**src/rtl/sic_exec_mem_subword_if.sv**
```systemverilog
// Bundle between the memory-execution SIC and its neighbours: dispatcher, operand network, ECR table,
// memory arbiter and the GPR/exception sinks.
interface sic_exec_mem_subword_if #(
  parameter int ID_WIDTH     = 8,
  parameter int ECR_ID_WIDTH = 1
);
  logic                    req_instr;
  logic                    pkt_valid;
  logic [ID_WIDTH-1:0]     pkt_issue_id;
  logic [ECR_ID_WIDTH:0]   pkt_dep_ecr;
  logic                    pkt_mem_read;
  logic                    pkt_mem_write;
  logic [1:0]              pkt_size;
  logic                    pkt_unsigned;
  logic                    pkt_write_gpr;
  logic [31:0]             pkt_imm;
  logic                    rs_valid;
  logic                    rt_valid;
  logic [31:0]             rs_rdata;
  logic [31:0]             rt_rdata;
  logic                    ecr_read_en;
  logic [ECR_ID_WIDTH-1:0] ecr_read_addr;
  logic [1:0]              ecr_read_data;
  logic                    mem_req;
  logic                    mem_release;
  logic [ID_WIDTH-1:0]     mem_req_issue_id;
  logic                    mem_grant;
  logic [29:0]             mem_addr;
  logic [31:0]             mem_wdata;
  logic [3:0]              mem_wstrb;
  logic                    mem_wen;
  logic [31:0]             mem_rdata;
  logic [31:0]             reg_wdata;
  logic                    reg_wcommit;
  logic                    exc_valid;
  logic [ID_WIDTH-1:0]     exc_issue_id;
  logic [31:0]             exc_badvaddr;

  modport master (
    input  req_instr, ecr_read_en, ecr_read_addr, mem_req, mem_release, mem_req_issue_id,
           mem_addr, mem_wdata, mem_wstrb, mem_wen, reg_wdata, reg_wcommit,
           exc_valid, exc_issue_id, exc_badvaddr,
    output pkt_valid, pkt_issue_id, pkt_dep_ecr, pkt_mem_read, pkt_mem_write, pkt_size,
           pkt_unsigned, pkt_write_gpr, pkt_imm, rs_valid, rt_valid, rs_rdata, rt_rdata,
           ecr_read_data, mem_grant, mem_rdata
  );

  modport slave (
    output req_instr, ecr_read_en, ecr_read_addr, mem_req, mem_release, mem_req_issue_id,
           mem_addr, mem_wdata, mem_wstrb, mem_wen, reg_wdata, reg_wcommit,
           exc_valid, exc_issue_id, exc_badvaddr,
    input  pkt_valid, pkt_issue_id, pkt_dep_ecr, pkt_mem_read, pkt_mem_write, pkt_size,
           pkt_unsigned, pkt_write_gpr, pkt_imm, rs_valid, rt_valid, rs_rdata, rt_rdata,
           ecr_read_data, mem_grant, mem_rdata
  );
endinterface

```
**src/rtl/sic_exec_mem_subword.sv**
```systemverilog
// Single-issue load/store executor with sub-word lanes, sign/zero extension and alignment traps.
//   state | meaning
//   IDLE  | waiting for a packet
//   LOCK  | packet latched, waiting for operands
//   ADDR  | effective address computed, waiting for the dependency ECR to resolve
//   MEM   | arbiter request outstanding, access performed on grant
//   EXC   | one-cycle address-error report
module sic_exec_mem_subword #(
  parameter int SIC_ID       = 0,
  parameter int ID_WIDTH     = 8,
  parameter int ECR_ID_WIDTH = 1,
  parameter int SUBWORD_EN   = 1
) (
  input logic clk,
  input logic rst_n,
  sic_exec_mem_subword_if.slave bus
);
  localparam logic [2:0] IDLE = 3'd0;
  localparam logic [2:0] LOCK = 3'd1;
  localparam logic [2:0] ADDR = 3'd2;
  localparam logic [2:0] MEM  = 3'd3;
  localparam logic [2:0] EXC  = 3'd4;

  logic [2:0]              state_q, state_d;
  logic [ID_WIDTH-1:0]     issue_id_q, issue_id_d;
  logic [ECR_ID_WIDTH:0]   dep_q, dep_d;
  logic                    rd_q, rd_d, wr_q, wr_d, uns_q, uns_d, wgpr_q, wgpr_d;
  logic [1:0]              size_q, size_d;
  logic [31:0]             imm_q, imm_d, ea_q, ea_d, rt_q, rt_d;

  logic        dep_valid, abort, ecr_ok, misaligned, in_mem, is_load;
  logic [1:0]  eff_size;
  logic [31:0] ea_calc, lane;

  always_comb begin
    dep_valid  = dep_q[ECR_ID_WIDTH];
    abort      = (state_q != IDLE) && dep_valid && (bus.ecr_read_data == 2'b10);
    ecr_ok     = !dep_valid || (bus.ecr_read_data == 2'b01);
    eff_size   = (SUBWORD_EN != 0) ? size_q : 2'b10;
    ea_calc    = bus.rs_rdata + imm_q;
    case (eff_size)
      2'b00:   misaligned = 1'b0;
      2'b01:   misaligned = ea_calc[0];
      default: misaligned = (ea_calc[1:0] != 2'b00);
    endcase
  end

  always_comb begin
    state_d    = state_q;
    issue_id_d = issue_id_q;
    dep_d      = dep_q;
    rd_d       = rd_q;
    wr_d       = wr_q;
    uns_d      = uns_q;
    wgpr_d     = wgpr_q;
    size_d     = size_q;
    imm_d      = imm_q;
    ea_d       = ea_q;
    rt_d       = rt_q;
    case (state_q)
      IDLE: if (bus.pkt_valid) begin
        state_d    = LOCK;
        issue_id_d = bus.pkt_issue_id;
        dep_d      = bus.pkt_dep_ecr;
        rd_d       = bus.pkt_mem_read;
        wr_d       = bus.pkt_mem_write;
        uns_d      = bus.pkt_unsigned;
        wgpr_d     = bus.pkt_write_gpr;
        size_d     = bus.pkt_size;
        imm_d      = bus.pkt_imm;
      end
      LOCK: if (bus.rs_valid && (!wr_q || bus.rt_valid)) state_d = ADDR;
      ADDR: begin
        // Recomputed every cycle while the ECR is busy so late operand updates are picked up.
        ea_d = ea_calc;
        rt_d = bus.rt_rdata;
        if (ecr_ok) state_d = misaligned ? EXC : MEM;
      end
      MEM:     if (bus.mem_grant) state_d = IDLE;
      EXC:     state_d = IDLE;
      default: state_d = IDLE;
    endcase
    if (abort) state_d = IDLE;
  end

  always_ff @(posedge clk or negedge rst_n) begin
    if (!rst_n) begin
      state_q    <= IDLE;
      issue_id_q <= '0;
      dep_q      <= '0;
      rd_q       <= 1'b0;
      wr_q       <= 1'b0;
      uns_q      <= 1'b0;
      wgpr_q     <= 1'b0;
      size_q     <= 2'b00;
      imm_q      <= '0;
      ea_q       <= '0;
      rt_q       <= '0;
    end else begin
      state_q    <= state_d;
      issue_id_q <= issue_id_d;
      dep_q      <= dep_d;
      rd_q       <= rd_d;
      wr_q       <= wr_d;
      uns_q      <= uns_d;
      wgpr_q     <= wgpr_d;
      size_q     <= size_d;
      imm_q      <= imm_d;
      ea_q       <= ea_d;
      rt_q       <= rt_d;
    end
  end

  always_comb begin
    in_mem  = (state_q == MEM);
    is_load = rd_q && !wr_q;
    lane    = bus.mem_rdata >> {ea_q[1:0], 3'b000};

    bus.req_instr        = (state_q == IDLE) && !bus.pkt_valid;
    bus.ecr_read_en      = (state_q != IDLE) && dep_valid;
    bus.ecr_read_addr    = dep_q[ECR_ID_WIDTH-1:0];
    bus.mem_req          = in_mem;
    bus.mem_release      = in_mem && bus.mem_grant;
    bus.mem_req_issue_id = issue_id_q;
    bus.mem_addr         = ea_q[31:2];
    bus.mem_wen          = in_mem && wr_q && bus.mem_grant && !abort;
    bus.reg_wcommit      = in_mem && is_load && bus.mem_grant && wgpr_q && !abort;
    bus.exc_valid        = (state_q == EXC) && !abort;
    bus.exc_issue_id     = issue_id_q;
    bus.exc_badvaddr     = ea_q;

    bus.mem_wdata = '0;
    bus.mem_wstrb = 4'b0000;
    if (in_mem && wr_q) begin
      case (eff_size)
        2'b00: begin
          bus.mem_wdata = {4{rt_q[7:0]}};
          bus.mem_wstrb = 4'b0001 << ea_q[1:0];
        end
        2'b01: begin
          bus.mem_wdata = {2{rt_q[15:0]}};
          bus.mem_wstrb = ea_q[1] ? 4'b1100 : 4'b0011;
        end
        default: begin
          bus.mem_wdata = rt_q;
          bus.mem_wstrb = 4'b1111;
        end
      endcase
    end

    bus.reg_wdata = '0;
    if (in_mem && is_load) begin
      case (eff_size)
        2'b00:   bus.reg_wdata = {{24{!uns_q && lane[7]}}, lane[7:0]};
        2'b01:   bus.reg_wdata = {{16{!uns_q && lane[15]}}, lane[15:0]};
        default: bus.reg_wdata = bus.mem_rdata;
      endcase
    end
  end
endmodule

```
**src/flat_wrapper.sv**
```systemverilog
// flat-port wrapper written by rule: the top's interface ports become plain ports
module sic_exec_mem_subword_flat 
#(
  parameter int SIC_ID       = 0,
  parameter int ID_WIDTH     = 8,
  parameter int ECR_ID_WIDTH = 1,
  parameter int SUBWORD_EN   = 1
)
  (clk, rst_n, bus_req_instr, bus_ecr_read_en, bus_ecr_read_addr, bus_mem_req, bus_mem_release, bus_mem_req_issue_id, bus_mem_addr, bus_mem_wdata, bus_mem_wstrb, bus_mem_wen, bus_reg_wdata, bus_reg_wcommit, bus_exc_valid, bus_exc_issue_id, bus_exc_badvaddr, bus_pkt_valid, bus_pkt_issue_id, bus_pkt_dep_ecr, bus_pkt_mem_read, bus_pkt_mem_write, bus_pkt_size, bus_pkt_unsigned, bus_pkt_write_gpr, bus_pkt_imm, bus_rs_valid, bus_rt_valid, bus_rs_rdata, bus_rt_rdata, bus_ecr_read_data, bus_mem_grant, bus_mem_rdata);
  sic_exec_mem_subword_if #(.ID_WIDTH(ID_WIDTH), .ECR_ID_WIDTH(ECR_ID_WIDTH)) bus_i ();
  input logic clk;
  input logic rst_n;
  output wire logic [$bits(bus_i.req_instr)-1:0] bus_req_instr;
  output wire logic [$bits(bus_i.ecr_read_en)-1:0] bus_ecr_read_en;
  output wire logic [$bits(bus_i.ecr_read_addr)-1:0] bus_ecr_read_addr;
  output wire logic [$bits(bus_i.mem_req)-1:0] bus_mem_req;
  output wire logic [$bits(bus_i.mem_release)-1:0] bus_mem_release;
  output wire logic [$bits(bus_i.mem_req_issue_id)-1:0] bus_mem_req_issue_id;
  output wire logic [$bits(bus_i.mem_addr)-1:0] bus_mem_addr;
  output wire logic [$bits(bus_i.mem_wdata)-1:0] bus_mem_wdata;
  output wire logic [$bits(bus_i.mem_wstrb)-1:0] bus_mem_wstrb;
  output wire logic [$bits(bus_i.mem_wen)-1:0] bus_mem_wen;
  output wire logic [$bits(bus_i.reg_wdata)-1:0] bus_reg_wdata;
  output wire logic [$bits(bus_i.reg_wcommit)-1:0] bus_reg_wcommit;
  output wire logic [$bits(bus_i.exc_valid)-1:0] bus_exc_valid;
  output wire logic [$bits(bus_i.exc_issue_id)-1:0] bus_exc_issue_id;
  output wire logic [$bits(bus_i.exc_badvaddr)-1:0] bus_exc_badvaddr;
  input wire logic [$bits(bus_i.pkt_valid)-1:0] bus_pkt_valid;
  input wire logic [$bits(bus_i.pkt_issue_id)-1:0] bus_pkt_issue_id;
  input wire logic [$bits(bus_i.pkt_dep_ecr)-1:0] bus_pkt_dep_ecr;
  input wire logic [$bits(bus_i.pkt_mem_read)-1:0] bus_pkt_mem_read;
  input wire logic [$bits(bus_i.pkt_mem_write)-1:0] bus_pkt_mem_write;
  input wire logic [$bits(bus_i.pkt_size)-1:0] bus_pkt_size;
  input wire logic [$bits(bus_i.pkt_unsigned)-1:0] bus_pkt_unsigned;
  input wire logic [$bits(bus_i.pkt_write_gpr)-1:0] bus_pkt_write_gpr;
  input wire logic [$bits(bus_i.pkt_imm)-1:0] bus_pkt_imm;
  input wire logic [$bits(bus_i.rs_valid)-1:0] bus_rs_valid;
  input wire logic [$bits(bus_i.rt_valid)-1:0] bus_rt_valid;
  input wire logic [$bits(bus_i.rs_rdata)-1:0] bus_rs_rdata;
  input wire logic [$bits(bus_i.rt_rdata)-1:0] bus_rt_rdata;
  input wire logic [$bits(bus_i.ecr_read_data)-1:0] bus_ecr_read_data;
  input wire logic [$bits(bus_i.mem_grant)-1:0] bus_mem_grant;
  input wire logic [$bits(bus_i.mem_rdata)-1:0] bus_mem_rdata;
  assign bus_req_instr = bus_i.req_instr;
  assign bus_ecr_read_en = bus_i.ecr_read_en;
  assign bus_ecr_read_addr = bus_i.ecr_read_addr;
  assign bus_mem_req = bus_i.mem_req;
  assign bus_mem_release = bus_i.mem_release;
  assign bus_mem_req_issue_id = bus_i.mem_req_issue_id;
  assign bus_mem_addr = bus_i.mem_addr;
  assign bus_mem_wdata = bus_i.mem_wdata;
  assign bus_mem_wstrb = bus_i.mem_wstrb;
  assign bus_mem_wen = bus_i.mem_wen;
  assign bus_reg_wdata = bus_i.reg_wdata;
  assign bus_reg_wcommit = bus_i.reg_wcommit;
  assign bus_exc_valid = bus_i.exc_valid;
  assign bus_exc_issue_id = bus_i.exc_issue_id;
  assign bus_exc_badvaddr = bus_i.exc_badvaddr;
  assign bus_i.pkt_valid = bus_pkt_valid;
  assign bus_i.pkt_issue_id = bus_pkt_issue_id;
  assign bus_i.pkt_dep_ecr = bus_pkt_dep_ecr;
  assign bus_i.pkt_mem_read = bus_pkt_mem_read;
  assign bus_i.pkt_mem_write = bus_pkt_mem_write;
  assign bus_i.pkt_size = bus_pkt_size;
  assign bus_i.pkt_unsigned = bus_pkt_unsigned;
  assign bus_i.pkt_write_gpr = bus_pkt_write_gpr;
  assign bus_i.pkt_imm = bus_pkt_imm;
  assign bus_i.rs_valid = bus_rs_valid;
  assign bus_i.rt_valid = bus_rt_valid;
  assign bus_i.rs_rdata = bus_rs_rdata;
  assign bus_i.rt_rdata = bus_rt_rdata;
  assign bus_i.ecr_read_data = bus_ecr_read_data;
  assign bus_i.mem_grant = bus_mem_grant;
  assign bus_i.mem_rdata = bus_mem_rdata;
  sic_exec_mem_subword #(.SIC_ID(SIC_ID), .ID_WIDTH(ID_WIDTH), .ECR_ID_WIDTH(ECR_ID_WIDTH), .SUBWORD_EN(SUBWORD_EN)) u_core (.clk(clk), .rst_n(rst_n), .bus(bus_i));
endmodule
```
**config.mk**
```make
export PLATFORM = sky130hd
export DESIGN_NAME = sic_exec_mem_subword_flat
export DESIGN_NICKNAME = d
export VERILOG_FILES = /design/src/rtl/sic_exec_mem_subword_if.sv /design/src/rtl/sic_exec_mem_subword.sv /design/src/flat_wrapper.sv
export SDC_FILE = /design/constraint.sdc
export NUM_CORES = 1
export LEC_CHECK = 0
export CORE_ASPECT_RATIO = 0.5
export CORE_MARGIN = 2
export CORE_UTILIZATION = 45
export DETAILED_ROUTE_END_ITERATION = 12
export PLACE_DENSITY = 0.8
export SLEW_MARGIN = 20
export SYNTH_ARGS = -nofsm -noshare
export SYNTH_HDL_FRONTEND = slang
export SYNTH_SLANG_ARGS = --single-unit
```
**constraint.sdc**
```tcl
create_clock -name clk -period 3.1 [get_ports clk]
set_input_delay 0.775 -clock clk [delete_from_list [all_inputs] [get_ports clk]]
set_output_delay 0.775 -clock clk [all_outputs]
set_load 0.05 [all_outputs]
```
Yosys cells after proc, flatten, opt, wreduce, memory -nomap -nowiden. Index checks and enable logic that the tools add are counted.

Add/sub/neg operators: 1. Multipliers: 0. Divide/modulo/power cells: 0. Order comparisons: 0. Eq/ne operators: 11. Shift operators: 2. Muxes and demuxes: 15. Bitwise logic cells: 0. Reductions and logical operators: 29.

Operator list (number): case mux 32 bit (2 select lines) (2); 2-to-1 mux 32 bit (2); adder 32 bit (1); >> shifter 32 x 5 -> 16 bit (1); 2-to-1 mux 3 bit (6); logical AND 1 bit (16); case mux 3 bit (4 select lines) (1); inequality test 3 x 1 -> 1 bit, second input constant (3); 2-to-1 mux 4 bit (2); case mux 4 bit (2 select lines) (1); == test 3 x 2 -> 1 bit, second input constant (2); logical NOT 1 bit (5); == test 2 x 1 -> 1 bit, second input constant (2); AND reduction 4 bit (1); left shift 1 x 2 -> 4 bit, first input constant (1); == test 3 x 1 -> 1 bit, second input constant (1); == test 3 bit, second input constant (1); logical NOT 3 bit (1); inequality test 3 x 2 -> 1 bit, second input constant (1); nonzero test 3 bit (1); == test 2 bit, second input constant (1); logical NOT 2 bit (1); logical OR 1 bit (2); case mux 1 bit (2 select lines) (1); 2 further kinds (2).

Register bits after elaboration: 115. Latch bits: 0. Bits in writable memories: 0. Memory bits (read-only): 0. Output and inout port bits: 154. Logic and storage cells: 69. Memories kept: 0.

Logic depth before layout (Yosys ltp). Gate-level depths: netlist of the first run.

Depth after elaboration: 7. Gate-level depth with buffers: 11. Gate-level depth less buffers: 10.

Least setup slack after synthesis of the first run. OpenSTA, ideal clock, no wires.

Path kind: register -> output. Start: reg u_core.state_q[2]. End: out bus_exc_valid. Arrival: 3175 ps. Required time: 2325 ps. Path slack: -850 ps. Stages on the path, launching flop included: 6. Path buffers: 1. Cell sequence: dfrtp_1 or3_1 and2_1 and3b_1 clkbuf_1 nor4b_1.

Word-level cells in the longest chain between the ends: 5. Elaborated cells between the ends (all ways): 6. Those cells by class: eq/ne: 1; reduce/logical: 5.

RTL lines: start: declaration (RTL line sic_exec_mem_subword.sv:24) `logic [2:0] state_q, state_d;`; start signal: assignment (RTL line sic_exec_mem_subword.sv:100) `state_q <= state_d;`; nonzero test 3 bit; logical AND 1 bit; net bus_ecr_read_en (RTL line flat_wrapper.sv:14) `output wire logic [$bits(bus_i.ecr_read_en)-1:0] bus_ecr_read_en;`; logical AND 1 bit (RTL line sic_exec_mem_subword.sv:37) `abort = (state_q != IDLE) && dep_valid && (bus.ecr_read_data == 2'b10);`; logical NOT 1 bit (RTL line sic_exec_mem_subword.sv:128) `bus.exc_valid = (state_q == EXC) && !abort;`; logical AND 1 bit (RTL line sic_exec_mem_subword.sv:128); end: declaration (RTL line flat_wrapper.sv:25) `output wire logic [$bits(bus_i.exc_valid)-1:0] bus_exc_valid;`.

The timed path passes the listed nets, and every way through them passes these cells.

Final worst setup path of the first run.
Start: reg u_core.ea_q[1] (netlist: u_core.bus.exc_badvaddr[1]). End: out bus_reg_wdata[23].

Word-level cells in the longest chain between the ends: 4. Elaborated cells between the ends (all ways): 5. Those cells by class: shift: 1; mux: 2; reduce/logical: 2.

RTL lines: start: declaration (RTL line sic_exec_mem_subword.sv:29) `logic [31:0] imm_q, imm_d, ea_q, ea_d, rt_q, rt_d;`; start signal: assignment (RTL line sic_exec_mem_subword.sv:97) `ea_q <= '0;`; start signal: assignment (RTL line sic_exec_mem_subword.sv:109) `ea_q <= ea_d;`; >> shifter 32 x 5 -> 16 bit (*) (RTL line sic_exec_mem_subword.sv:117) `lane = bus.mem_rdata >> {ea_q[1:0], 3'b000};`; logical AND 1 bit (on tied branches) (RTL line sic_exec_mem_subword.sv:155, sic_exec_mem_subword.sv:154); case mux 32 bit (2 select lines) (*) (RTL line sic_exec_mem_subword.sv:153) `case (eff_size)`; 2-to-1 mux 32 bit (*) (RTL line sic_exec_mem_subword.sv:152) `if (in_mem && is_load) begin`; end: declaration (RTL line flat_wrapper.sv:23) `output wire logic [$bits(bus_i.reg_wdata)-1:0] bus_reg_wdata;`.

Every way passes the cells marked *; elsewhere a longest branch is shown, timed or not.

==> impl_summary.txt, run 1 <==
----------------------------------------------------
[Critical path]
  Class of the most critical setup path ... reg -> out
  Startpoint of the lowest-slack register-to-register path ... u_core.imm_q[0]$_DFFE_PN0P_
  Delay contributed by the slowest stage of the critical path ... 0.58 ns
  Worst Path Buf+Inv ... 3
  Top cell family by delay on the critical path ... multiplexers
  Crit-path max FO ... 8
  Launch point of the worst path ... u_core.bus.exc_badvaddr[1]$_DFFE_PN0N_
  Cell chain of the critical path ... mux4_2 > nand3b_4 > o211ai_1 > nand2b_1 > buf_12 > buf_12 > a21oi_4 > buf_12
  Required time of the critical path ... 2.32 ns
  CP Data Arrival Time ... 2.34 ns
  Cell depth of the worst flop-to-flop path ... 10
  Startpoint type of the worst setup path ... flip-flop
  Worst flop-to-flop path endpoint ... u_core.bus.exc_badvaddr[30]$_DFFE_PN0N_
  Slack of the worst reg-to-reg path ... 0.53 ns
  Master of the slowest instance on the critical path ... sky130_fd_sc_hd__mux4_2
  Most frequent cell on the critical path ... sky130_fd_sc_hd__buf_12
  Crit path capture type ... primary output

[Logic synthesis]
  Mapped cell area ... 0.007689 sq mm
  Syn Nets ... 1,086
  Leading register cell type out of synthesis ... sky130_fd_sc_hd__dfrtp_1
  Ys async rst share ... 1.000
  Leading cell types by total area after synthesis ... sky130_fd_sc_hd__dfrtp_1, sky130_fd_sc_hd__nand2_1, sky130_fd_sc_hd__mux2_2, sky130_fd_sc_hd__a21oi_1, sky130_fd_sc_hd__ha_1
  Unique cell type count in the Yosys netlist ... 72
  Cell type contributing the most total cell area after synthesis ... sky130_fd_sc_hd__dfrtp_1
  Number of synthesized flops with an enable pin ... 0
  Top cells by instance count after synthesis ... sky130_fd_sc_hd__nand2_1, sky130_fd_sc_hd__dfrtp_1, sky130_fd_sc_hd__a21oi_1
  Avg Synthesized Cell Area ... 8.524 sq um
  Count leader, synth ... sky130_fd_sc_hd__nand2_1
  Number of storage elements in the synthesis netlist ... 115
  Portion of synthesized cell area occupied by the leading cell type ... 0.3743
  Number of warnings printed during yosys synthesis ... 0
  Post-synthesis sequential area ratio ... 0.3743
  Mapped Cells ... 902

[Power]
  Worst vdd rail ir drop ... 0.7212 mV
  Leakage ... 5.511 nW
  Tot Pwr ... 14.39 mW
  Total power per unit cell area ... 1142 mW/mm^2

[Detailed routing]
  Met3 wire length ... 1401 um
  Detailed-route wire length ... 26,670 um
  Remaining number of nets flagged by the antenna check after routing ... 0
  Routed wire length on met2 ... 13,540 um
  Average detailed-routed wire length per instance ... 18.39 um
  Initial DRT Pass Iterations ... 5
  DRC marker count from the first detailed-route iteration ... 597
  DRC violation count after routing ... 0
  Routed via count ... 7,977
  Routed vias/inst ... 5.501
  DR top layer ... met4
  Met1 Routed Length ... 10,810 um

[Die]
  Number of cell rows ... 33
  Area of the placeable core ... 0.01656 sq mm
  Ports ... 306
  Initial standard-cell utilization of the core ... 0.4644
  DIE HEIGHT ... 96.43 um
  Die Footprint ... 0.01821 sq mm
  Width of the chip ... 188.9 um

[Placement]
  DPL Wire Length ... 20,150 um
  Routability cong. ... 0.9205
  Post-place instance area ... 0.01170 sq mm
  Total instance count after detailed placement ... 1,403
  Port Buf Inserts ... 305

[Global routing]
  Via count of the first global-routing pass ... 7,955
  Antenna violations before repair ... 0
  First-pass GRT wire length ... 41,010 um
  Remaining global-route overflow ... 0
  Global routing usage summed across all routing layers ... 0.2845
  Maximum number of pins on one net before global-route repair ... 53

[STA]
  Unrepaired setup endpoints after global routing ... true
  Achievable Freq ... 320.8 MHz
  Pins over their slew limit ... 0
  Transition time of the tightest slew-check pin ... 0.6746 ns
  Hold Violations, Final ... 0
  Setup Total Neg Slack ... -0.09530 ns
  Final critical path time including I/O delays and setup ... 3.117 ns
  Setup Skew ... 0.01308 ns
  PnR worst setup slack ... -0.01692 ns
  Tcrit/Tclk final ... 1.005
  Worst relative slew slack ... 0.5486
  Final setup violating endpoints ... 15

[Clocking]
  Sink Count ... 115
  TritonCTS clock tree ... built
  Master cell of the clock root buffer ... sky130_fd_sc_hd__clkbuf_16
  Worst-path clk slew ... 0.06 ns
  Max Root-Sink Buffers ... 2
  Cts bufs inserted ... 17
  Source-to-sink clock delay at the later pin of the worst-skew pair ... 0.41 ns
  H-tree level count ... 4

[Finish]
  Fillers ... 1,088
  Post-route cell area ... 0.01260 sq mm
  Fraction of final layout cells sized beyond drive strength 1 ... 0.2437
  Count of inserted antenna diode cells ... 0
  Final Net Count ... 1,394
  Signed area change from the synthesized netlist to the final layout ... 63.91%
  Final cell count without fillers ... 1,450

[Run]
  Max Cap Viol ... 0

[Status]
  Failing checks ... negative setup slack
  Run status ... finished with violations

[Min path]
  Hold Path Class ... in -> async

----------------------------------------------------
==> layer usage <==
| layer | track usage | up-vias |
|---|---|---|
| met5 | 0 | - |
| met4 | 0.1250 | 0 |
| met3 | 0.03936 | 62 |
| met2 | 0.5119 | 331 |
| met1 | 0.3495 | 3871 |
| li1 | - | 3713 |
==> timing repair <==
item	CTS	global route
resized for setup	50	16
hold buffers	0	0
cloned	1	0
setup endpoints to repair	19	25
pin swaps	1	7
setup buffers	2	12
==> worst reg2reg max path, stage by stage (launching register included) <==
cell                       delay [ns]
sky130_fd_sc_hd__dfrtp_1         0.39
sky130_fd_sc_hd__ha_1            0.22
sky130_fd_sc_hd__fa_1            0.41
sky130_fd_sc_hd__a21o_1          0.25
sky130_fd_sc_hd__a22oi_2         0.18
sky130_fd_sc_hd__a311oi_1        0.18
sky130_fd_sc_hd__o21ai_2         0.23
sky130_fd_sc_hd__a21oi_2         0.10
sky130_fd_sc_hd__nand4_1         0.10
sky130_fd_sc_hd__o31ai_1         0.09
sky130_fd_sc_hd__o41ai_2         0.31
==> through the flow <==
step / hold WS, ns / setup WS (ns) / utilization
after floorplan: 0.4454 / -0.3659 / -
after global routing: 0.3276 / -0.09908 / 0.7611
final: 0.3069 / -0.01692 / 0.7611
after detailed placement: 0.4620 / -0.4266 / 0.7066
after CTS: 0.3073 / -0.001803 / 0.7503
after global placement: 0.4573 / -0.3064 / 0.7066
==> power breakdown <==
| group | internal, mW | total (mW) | leakage, nW | switching, mW |
|---|---|---|---|---|
| registers | 2.28 | 2.97 | 1.38 | 0.694 |
| clock network | 1.03 | 1.80 | 0.249 | 0.779 |
| logic | 3.87 | 9.62 | 3.88 | 5.75 |
| total | 7.17 | 14.4 | 5.51 | 7.23 |
==> layout by cell type, fill, tap and decap left out, types with 6 or more instances in the layout <==
cell type / count
sky130_fd_sc_hd__a21oi_1: 75
sky130_fd_sc_hd__ha_1: 31
sky130_fd_sc_hd__clkbuf_16: 17
sky130_fd_sc_hd__a21oi_4: 17
sky130_fd_sc_hd__a21o_1: 7
sky130_fd_sc_hd__xnor2_1: 13
sky130_fd_sc_hd__nor2_2: 8
sky130_fd_sc_hd__nor2_1: 69
sky130_fd_sc_hd__nand4_1: 8
sky130_fd_sc_hd__inv_1: 28
sky130_fd_sc_hd__a211oi_1: 7
sky130_fd_sc_hd__dfrtp_1: 110
sky130_fd_sc_hd__and2_1: 6
sky130_fd_sc_hd__o21ai_0: 42
sky130_fd_sc_hd__o21ai_1: 11
sky130_fd_sc_hd__mux2_2: 47
sky130_fd_sc_hd__and3_1: 12
sky130_fd_sc_hd__a22oi_1: 8
sky130_fd_sc_hd__nand2_1: 171
sky130_fd_sc_hd__xor2_1: 13
sky130_fd_sc_hd__buf_12: 69
sky130_fd_sc_hd__a22o_1: 7
sky130_fd_sc_hd__clkinvlp_4: 6
sky130_fd_sc_hd__clkdlybuf4s50_1: 227
sky130_fd_sc_hd__buf_4: 79
sky130_fd_sc_hd__mux2i_1: 24
==> worst max path at each step <==
stage / to / slack (ns) / cells past startpoint
5_1_grt: bus_reg_wdata[30] / -0.1 / 10
2_1_floorplan: bus_reg_wdata[21] / -0.37 / 11
3_3_place_gp: u_core.bus.exc_badvaddr[28]$_DFFE_PN0N_ / -0.31 / 12
6_report: bus_reg_wdata[23] / -0.02 / 8
3_5_place_dp: u_core.bus.exc_badvaddr[26]$_DFFE_PN0N_ / -0.43 / 11
4_1_cts: bus_reg_wdata[23] / -0.002 / 8
==> flip-flops by register name, indices dropped and copies added (netlist names) <==
name	flops
u_core.eff_size	2
u_core.bus.exc_issue_id	8
u_core.state_q	3
u_core.wr_q	1
u_core.uns_q	1
u_core.dep_q	2
u_core.rt_q	32
u_core.imm_q	32
u_core.bus.exc_badvaddr	32
u_core.wgpr_q	1
u_core.rd_q	1
==> layout make-up <==
class | instances | area, sq um | area share
clock buffers | 17 | 425.4 | 0.03376
repair buffers | 382 | 4317 | 0.3425
well taps | 227 | 284.0 | 0.02254
flip-flops and latches | 115 | 2884 | 0.2289
clock inverters | 15 | 111.4 | 0.008836
multi-input cells | 665 | 4472 | 0.3548
inverters | 29 | 108.9 | 0.008638
==> cell families (layout without fill, tap and decap cells) <==
group,after synthesis,in the layout,synth area share
xor+xnor,26,26,0.02962
mux,72,72,0.1030
simple gates,313,313,0.1764
buf+inv,122,443,0.08137
compound gates,222,222,0.1823
fa+ha+maj,32,32,0.05305
flops,115,115,0.3743
No activity file was read; power rests on OpenSTA's default activity.
==> inputs of run 2 (changes only) <==
Settings changed: CAP_MARGIN set to 40, CORE_UTILIZATION 45 to 40, HOLD_SLACK_MARGIN set to 0.05, PLACE_DENSITY 0.8 to 0.75.
Clock period 3.1 ns to 2.5 ns, I/O delays scaled along.
==> impl_summary.txt, run 2 (synthesis results as in run 1) <==
----------------------------------------------------
[Status]
  Run status ... finished with violations (unchanged)
  Failing checks ... negative setup slack (unchanged)

[STA]
  Worst relative slew slack ... 0.6068 (was 0.5486)
  Achievable Freq ... 352.3 MHz
  Final setup violating endpoints ... 59 (was 15)
  Final critical path time including I/O delays and setup ... 2.838 ns
  PnR worst setup slack ... -0.3383 ns (was -0.01692 ns)
  Hold Violations, Final ... 0 (unchanged)
  Setup Skew ... 0.008626 ns (was 0.01308 ns)
  Transition time of the tightest slew-check pin ... 0.5898 ns (was 0.6746 ns)
  Tcrit/Tclk final ... 1.135
  Unrepaired setup endpoints after global routing ... true (unchanged)
  Pins over their slew limit ... 0 (unchanged)
  Worst-case hold slack ... 0.2060 ns (was 0.3069 ns)

[Critical path]
  Launch point of the worst path ... u_core.bus.exc_badvaddr[1]$_DFFE_PN0N_ (unchanged)
  Worst flop-to-flop path endpoint ... u_core.bus.exc_badvaddr[24]$_DFFE_PN0N_ (was u_core.bus.exc_badvaddr[30]$_DFFE_PN0N_)
  Cell chain of the critical path ... mux4_2 > nand3b_4 > o211ai_1 > nand2b_1 > buf_6 > a21oi_4 > buf_12 (was mux4_2 > nand3b_4 > o211ai_1 > nand2b_1 > buf_12 > buf_12 > a21oi_4 > buf_12)
  Crit path capture type ... primary output (unchanged)
  Total number of cells along the worst setup path ... 7 (was 8)
  Startpoint of the lowest-slack register-to-register path ... u_core.imm_q[0]$_DFFE_PN0P_ (unchanged)
  Slack of the worst reg-to-reg path ... -0.04 ns (was 0.53 ns)
  Cell depth of the worst flop-to-flop path ... 11 (was 10)
  Crit-path max FO ... 8 (unchanged)
  Class of the most critical setup path ... reg -> out (unchanged)
  Startpoint type of the worst setup path ... flip-flop (unchanged)
  Critical Path End ... bus_reg_wdata[21] (was bus_reg_wdata[23])
  Top cell family by delay on the critical path ... multiplexers (unchanged)
  Worst Path Buf+Inv ... 2 (was 3)
  Required time of the critical path ... 1.88 ns (was 2.32 ns)
  CP Data Arrival Time ... 2.21 ns (was 2.34 ns)
  Master of the slowest instance on the critical path ... sky130_fd_sc_hd__mux4_2 (unchanged)
  Delay contributed by the slowest stage of the critical path ... 0.56 ns (was 0.58 ns)

[Detailed routing]
  Routed via count ... 8,164 (was 7,977)
  DRC violation count after routing ... 0 (unchanged)
  Routed vias/inst ... 5.243 (was 5.501)
  Average detailed-routed wire length per instance ... 18.33 um (was 18.39 um)
  Remaining number of nets flagged by the antenna check after routing ... 0 (unchanged)
  DRC marker count from the first detailed-route iteration ... 363 (was 597)
  Detailed-route wire length ... 28,540 um (was 26,670 um)
  Initial DRT Pass Iterations ... 5 (unchanged)

[Placement]
  DPL Wire Length ... 20,930 um (was 20,150 um)
  Placement-stage worst setup slack ... -0.7314 ns (was -0.4266 ns)
  Routability cong. ... 0.9252 (was 0.9205)
  Post-place instance area ... 0.01266 sq mm (was 0.01170 sq mm)
  Port Buf Inserts ... 305 (unchanged)

[Power]
  Total power per unit cell area ... 1420 mW/mm^2 (was 1142 mW/mm^2)
  Tot Pwr ... 19.98 mW (was 14.39 mW)
  Worst vdd rail ir drop ... 0.8281 mV (was 0.7212 mV)
  Sequential share of power ... 0.186 (was 0.206)
  Switching pwr ... 9.651 mW (was 7.226 mW)
  Internal power consumption ... 10.33 mW (was 7.169 mW)
  Leakage ... 6.076 nW (was 5.511 nW)
  Part of the total power dissipated in combinational logic ... 0.686 (was 0.668)
  Proportion of total power due to net switching ... 0.4831 (was 0.5020)
  Clock network power share ... 0.128 (was 0.125)

[Global routing]
  Global routing usage summed across all routing layers ... 0.2700 (was 0.2845)
  Via count of the first global-routing pass ... 8,344 (was 7,955)
  Antenna violations before repair ... 0 (unchanged)
  First-pass GRT wire length ... 43,190 um (was 41,010 um)
  Maximum number of pins on one net before global-route repair ... 45 (was 53)
  Remaining global-route overflow ... 0 (unchanged)

[Run]
  Max Cap Viol ... 0 (unchanged)

[Finish]
  Fillers ... 1,233 (was 1,088)
  Final design utilization ... 0.7558 (was 0.7611)
  Commonest cells after routing, fill and taps aside ... sky130_fd_sc_hd__clkdlybuf4s50_1, sky130_fd_sc_hd__nand2_1, sky130_fd_sc_hd__buf_4 (was sky130_fd_sc_hd__clkdlybuf4s50_1, sky130_fd_sc_hd__nand2_1, sky130_fd_sc_hd__dfrtp_1)
  Most common library cell in the layout ignoring fill and taps ... sky130_fd_sc_hd__clkdlybuf4s50_1 (unchanged)
  Count of inserted antenna diode cells ... 0 (unchanged)
  Signed area change from the synthesized netlist to the final layout ... 82.95% (was 63.91%)
  Fraction of final layout cells sized beyond drive strength 1 ... 0.3559 (was 0.2437)
  Final Net Count ... 1,469 (was 1,394)
  Post-route cell area ... 0.01407 sq mm (was 0.01260 sq mm)

[Die]
  Die Footprint ... 0.02041 sq mm (was 0.01821 sq mm)
  Number of cell rows ... 35 (was 33)
  DIE HEIGHT ... 102.0 um (was 96.43 um)
  Area of the placeable core ... 0.01861 sq mm (was 0.01656 sq mm)
  Ports ... 306 (unchanged)
  Width of the chip ... 200.1 um (was 188.9 um)
  Initial standard-cell utilization of the core ... 0.4131 (was 0.4644)

[Clocking]
  Worst-path clk slew ... 0.06 ns (about the same)
  Sink Count ... 115 (unchanged)
  Master cell of the clock root buffer ... sky130_fd_sc_hd__clkbuf_16 (unchanged)
  Number of hold buffers added after cts ... 0 (unchanged)
  Max Root-Sink Buffers ... 2 (unchanged)
  Source-to-sink clock delay at the later pin of the worst-skew pair ... 0.42 ns (was 0.41 ns)
  Cts bufs inserted ... 17 (unchanged)
  TritonCTS clock tree ... built (unchanged)
  H-tree level count ... 4 (unchanged)

[Min path]
  Hold Path Class ... in -> async (unchanged)

----------------------------------------------------
## run 2: cell types whose count changed in the layout (fill, tap and decap cells not counted), moves of 15 or more
cell                              before  now
sky130_fd_sc_hd__buf_4                79  138
sky130_fd_sc_hd__a21oi_1              75   48
sky130_fd_sc_hd__nor2_2                8   23
sky130_fd_sc_hd__ha_4                  0   17
sky130_fd_sc_hd__clkdlybuf4s50_1     227  208
sky130_fd_sc_hd__ha_1                 31   14
sky130_fd_sc_hd__a21oi_2               2   19
sky130_fd_sc_hd__nor2_1               69   46
## run 2: final cells by class
type                            count  area [sq um]  share of cell area
Clock inverter                     12         155.1             0.01103
Timing Repair Buffer              457          5034              0.3579
Clock buffer                       20         456.7             0.03247
Multi-Input combinational cell    665          5100              0.3626
Tap cell                          259         324.1             0.02304
Inverter                           29         112.6            0.008006
Sequential cell                   115          2884              0.2050
## run 2: power groups by stage
stage,clock network [mW],registers (mW),logic [mW]
floorplan,0,4.50,7.25
global placement,0,3.58,12.2
detailed placement,0,3.64,12.4
CTS,2.58,3.67,13.0
global route,2.69,3.83,14.6
finish,2.55,3.72,13.7
## run 2: metrics by stage
| stage | std cells | TNS, ns |
|---|---|---|
| 4_1_cts | 1550 | -6.642 |
| 5_1_grt | 1557 | -12.43 |
| 2_1_floorplan | 902 | -4.990 |
| 3_5_place_dp | 1499 | -25.77 |
| 3_3_place_gp | 1499 | -22.86 |
| 6_report | 1557 | -8.135 |
## run 2: metal layers
metal  wire length (um)  GRT usage  share of wire
met5                  0          0              0
met4                926     0.1100          0.032
met3               1338    0.03960          0.047
met2              14630     0.4858           0.51
met1              11640     0.3295           0.41
## run 2: how the worst min path moves through the flow
stage                                            from                                 endpoint  slack [ns]  cells after the start
after CTS                                       rst_n  u_core.bus.exc_badvaddr[11]$_DFFE_PN0N_        0.22                      1
after global routing                            rst_n              u_core.imm_q[9]$_DFFE_PN0P_        0.23                      1
after floorplan                                 rst_n   u_core.bus.exc_badvaddr[0]$_DFFE_PN0N_        0.33                      0
final                                           rst_n  u_core.bus.exc_badvaddr[13]$_DFFE_PN0N_        0.21                      1
after global placement    u_core.rt_q[18]$_DFFE_PN0N_              u_core.rt_q[18]$_DFFE_PN0N_        0.46                      2
after detailed placement  u_core.rt_q[21]$_DFFE_PN0N_              u_core.rt_q[21]$_DFFE_PN0N_        0.46                      2
## run 2: worst reg2reg max path, stage by stage (launching register included)
cell	delay, ns
sky130_fd_sc_hd__dfrtp_1	0.41
sky130_fd_sc_hd__ha_4	0.18
sky130_fd_sc_hd__fa_2	0.33
sky130_fd_sc_hd__a21o_1	0.24
sky130_fd_sc_hd__buf_6	0.14
sky130_fd_sc_hd__a221oi_4	0.28
sky130_fd_sc_hd__o21ai_2	0.11
sky130_fd_sc_hd__a31oi_4	0.22
sky130_fd_sc_hd__o21ai_2	0.10
sky130_fd_sc_hd__a21o_1	0.17
sky130_fd_sc_hd__xnor2_1	0.14
sky130_fd_sc_hd__a21oi_1	0.08
## run 2: repair_timing
action | in CTS | in global routing
setup buffers | 18 | 12
endpoints found under the setup margin | 79 | 80
hold endpoints to repair | 0 | 0
pin swaps | 33 | 41
resized for setup | 67 | 73
cloned | 1 | 0
==> inputs of run 3 (changes only) <==
Settings changed: SLEW_MARGIN 20 to 40.
==> results of run 3 <==
Same layout as run 2: the final DEF is identical, and so are final timing and power.
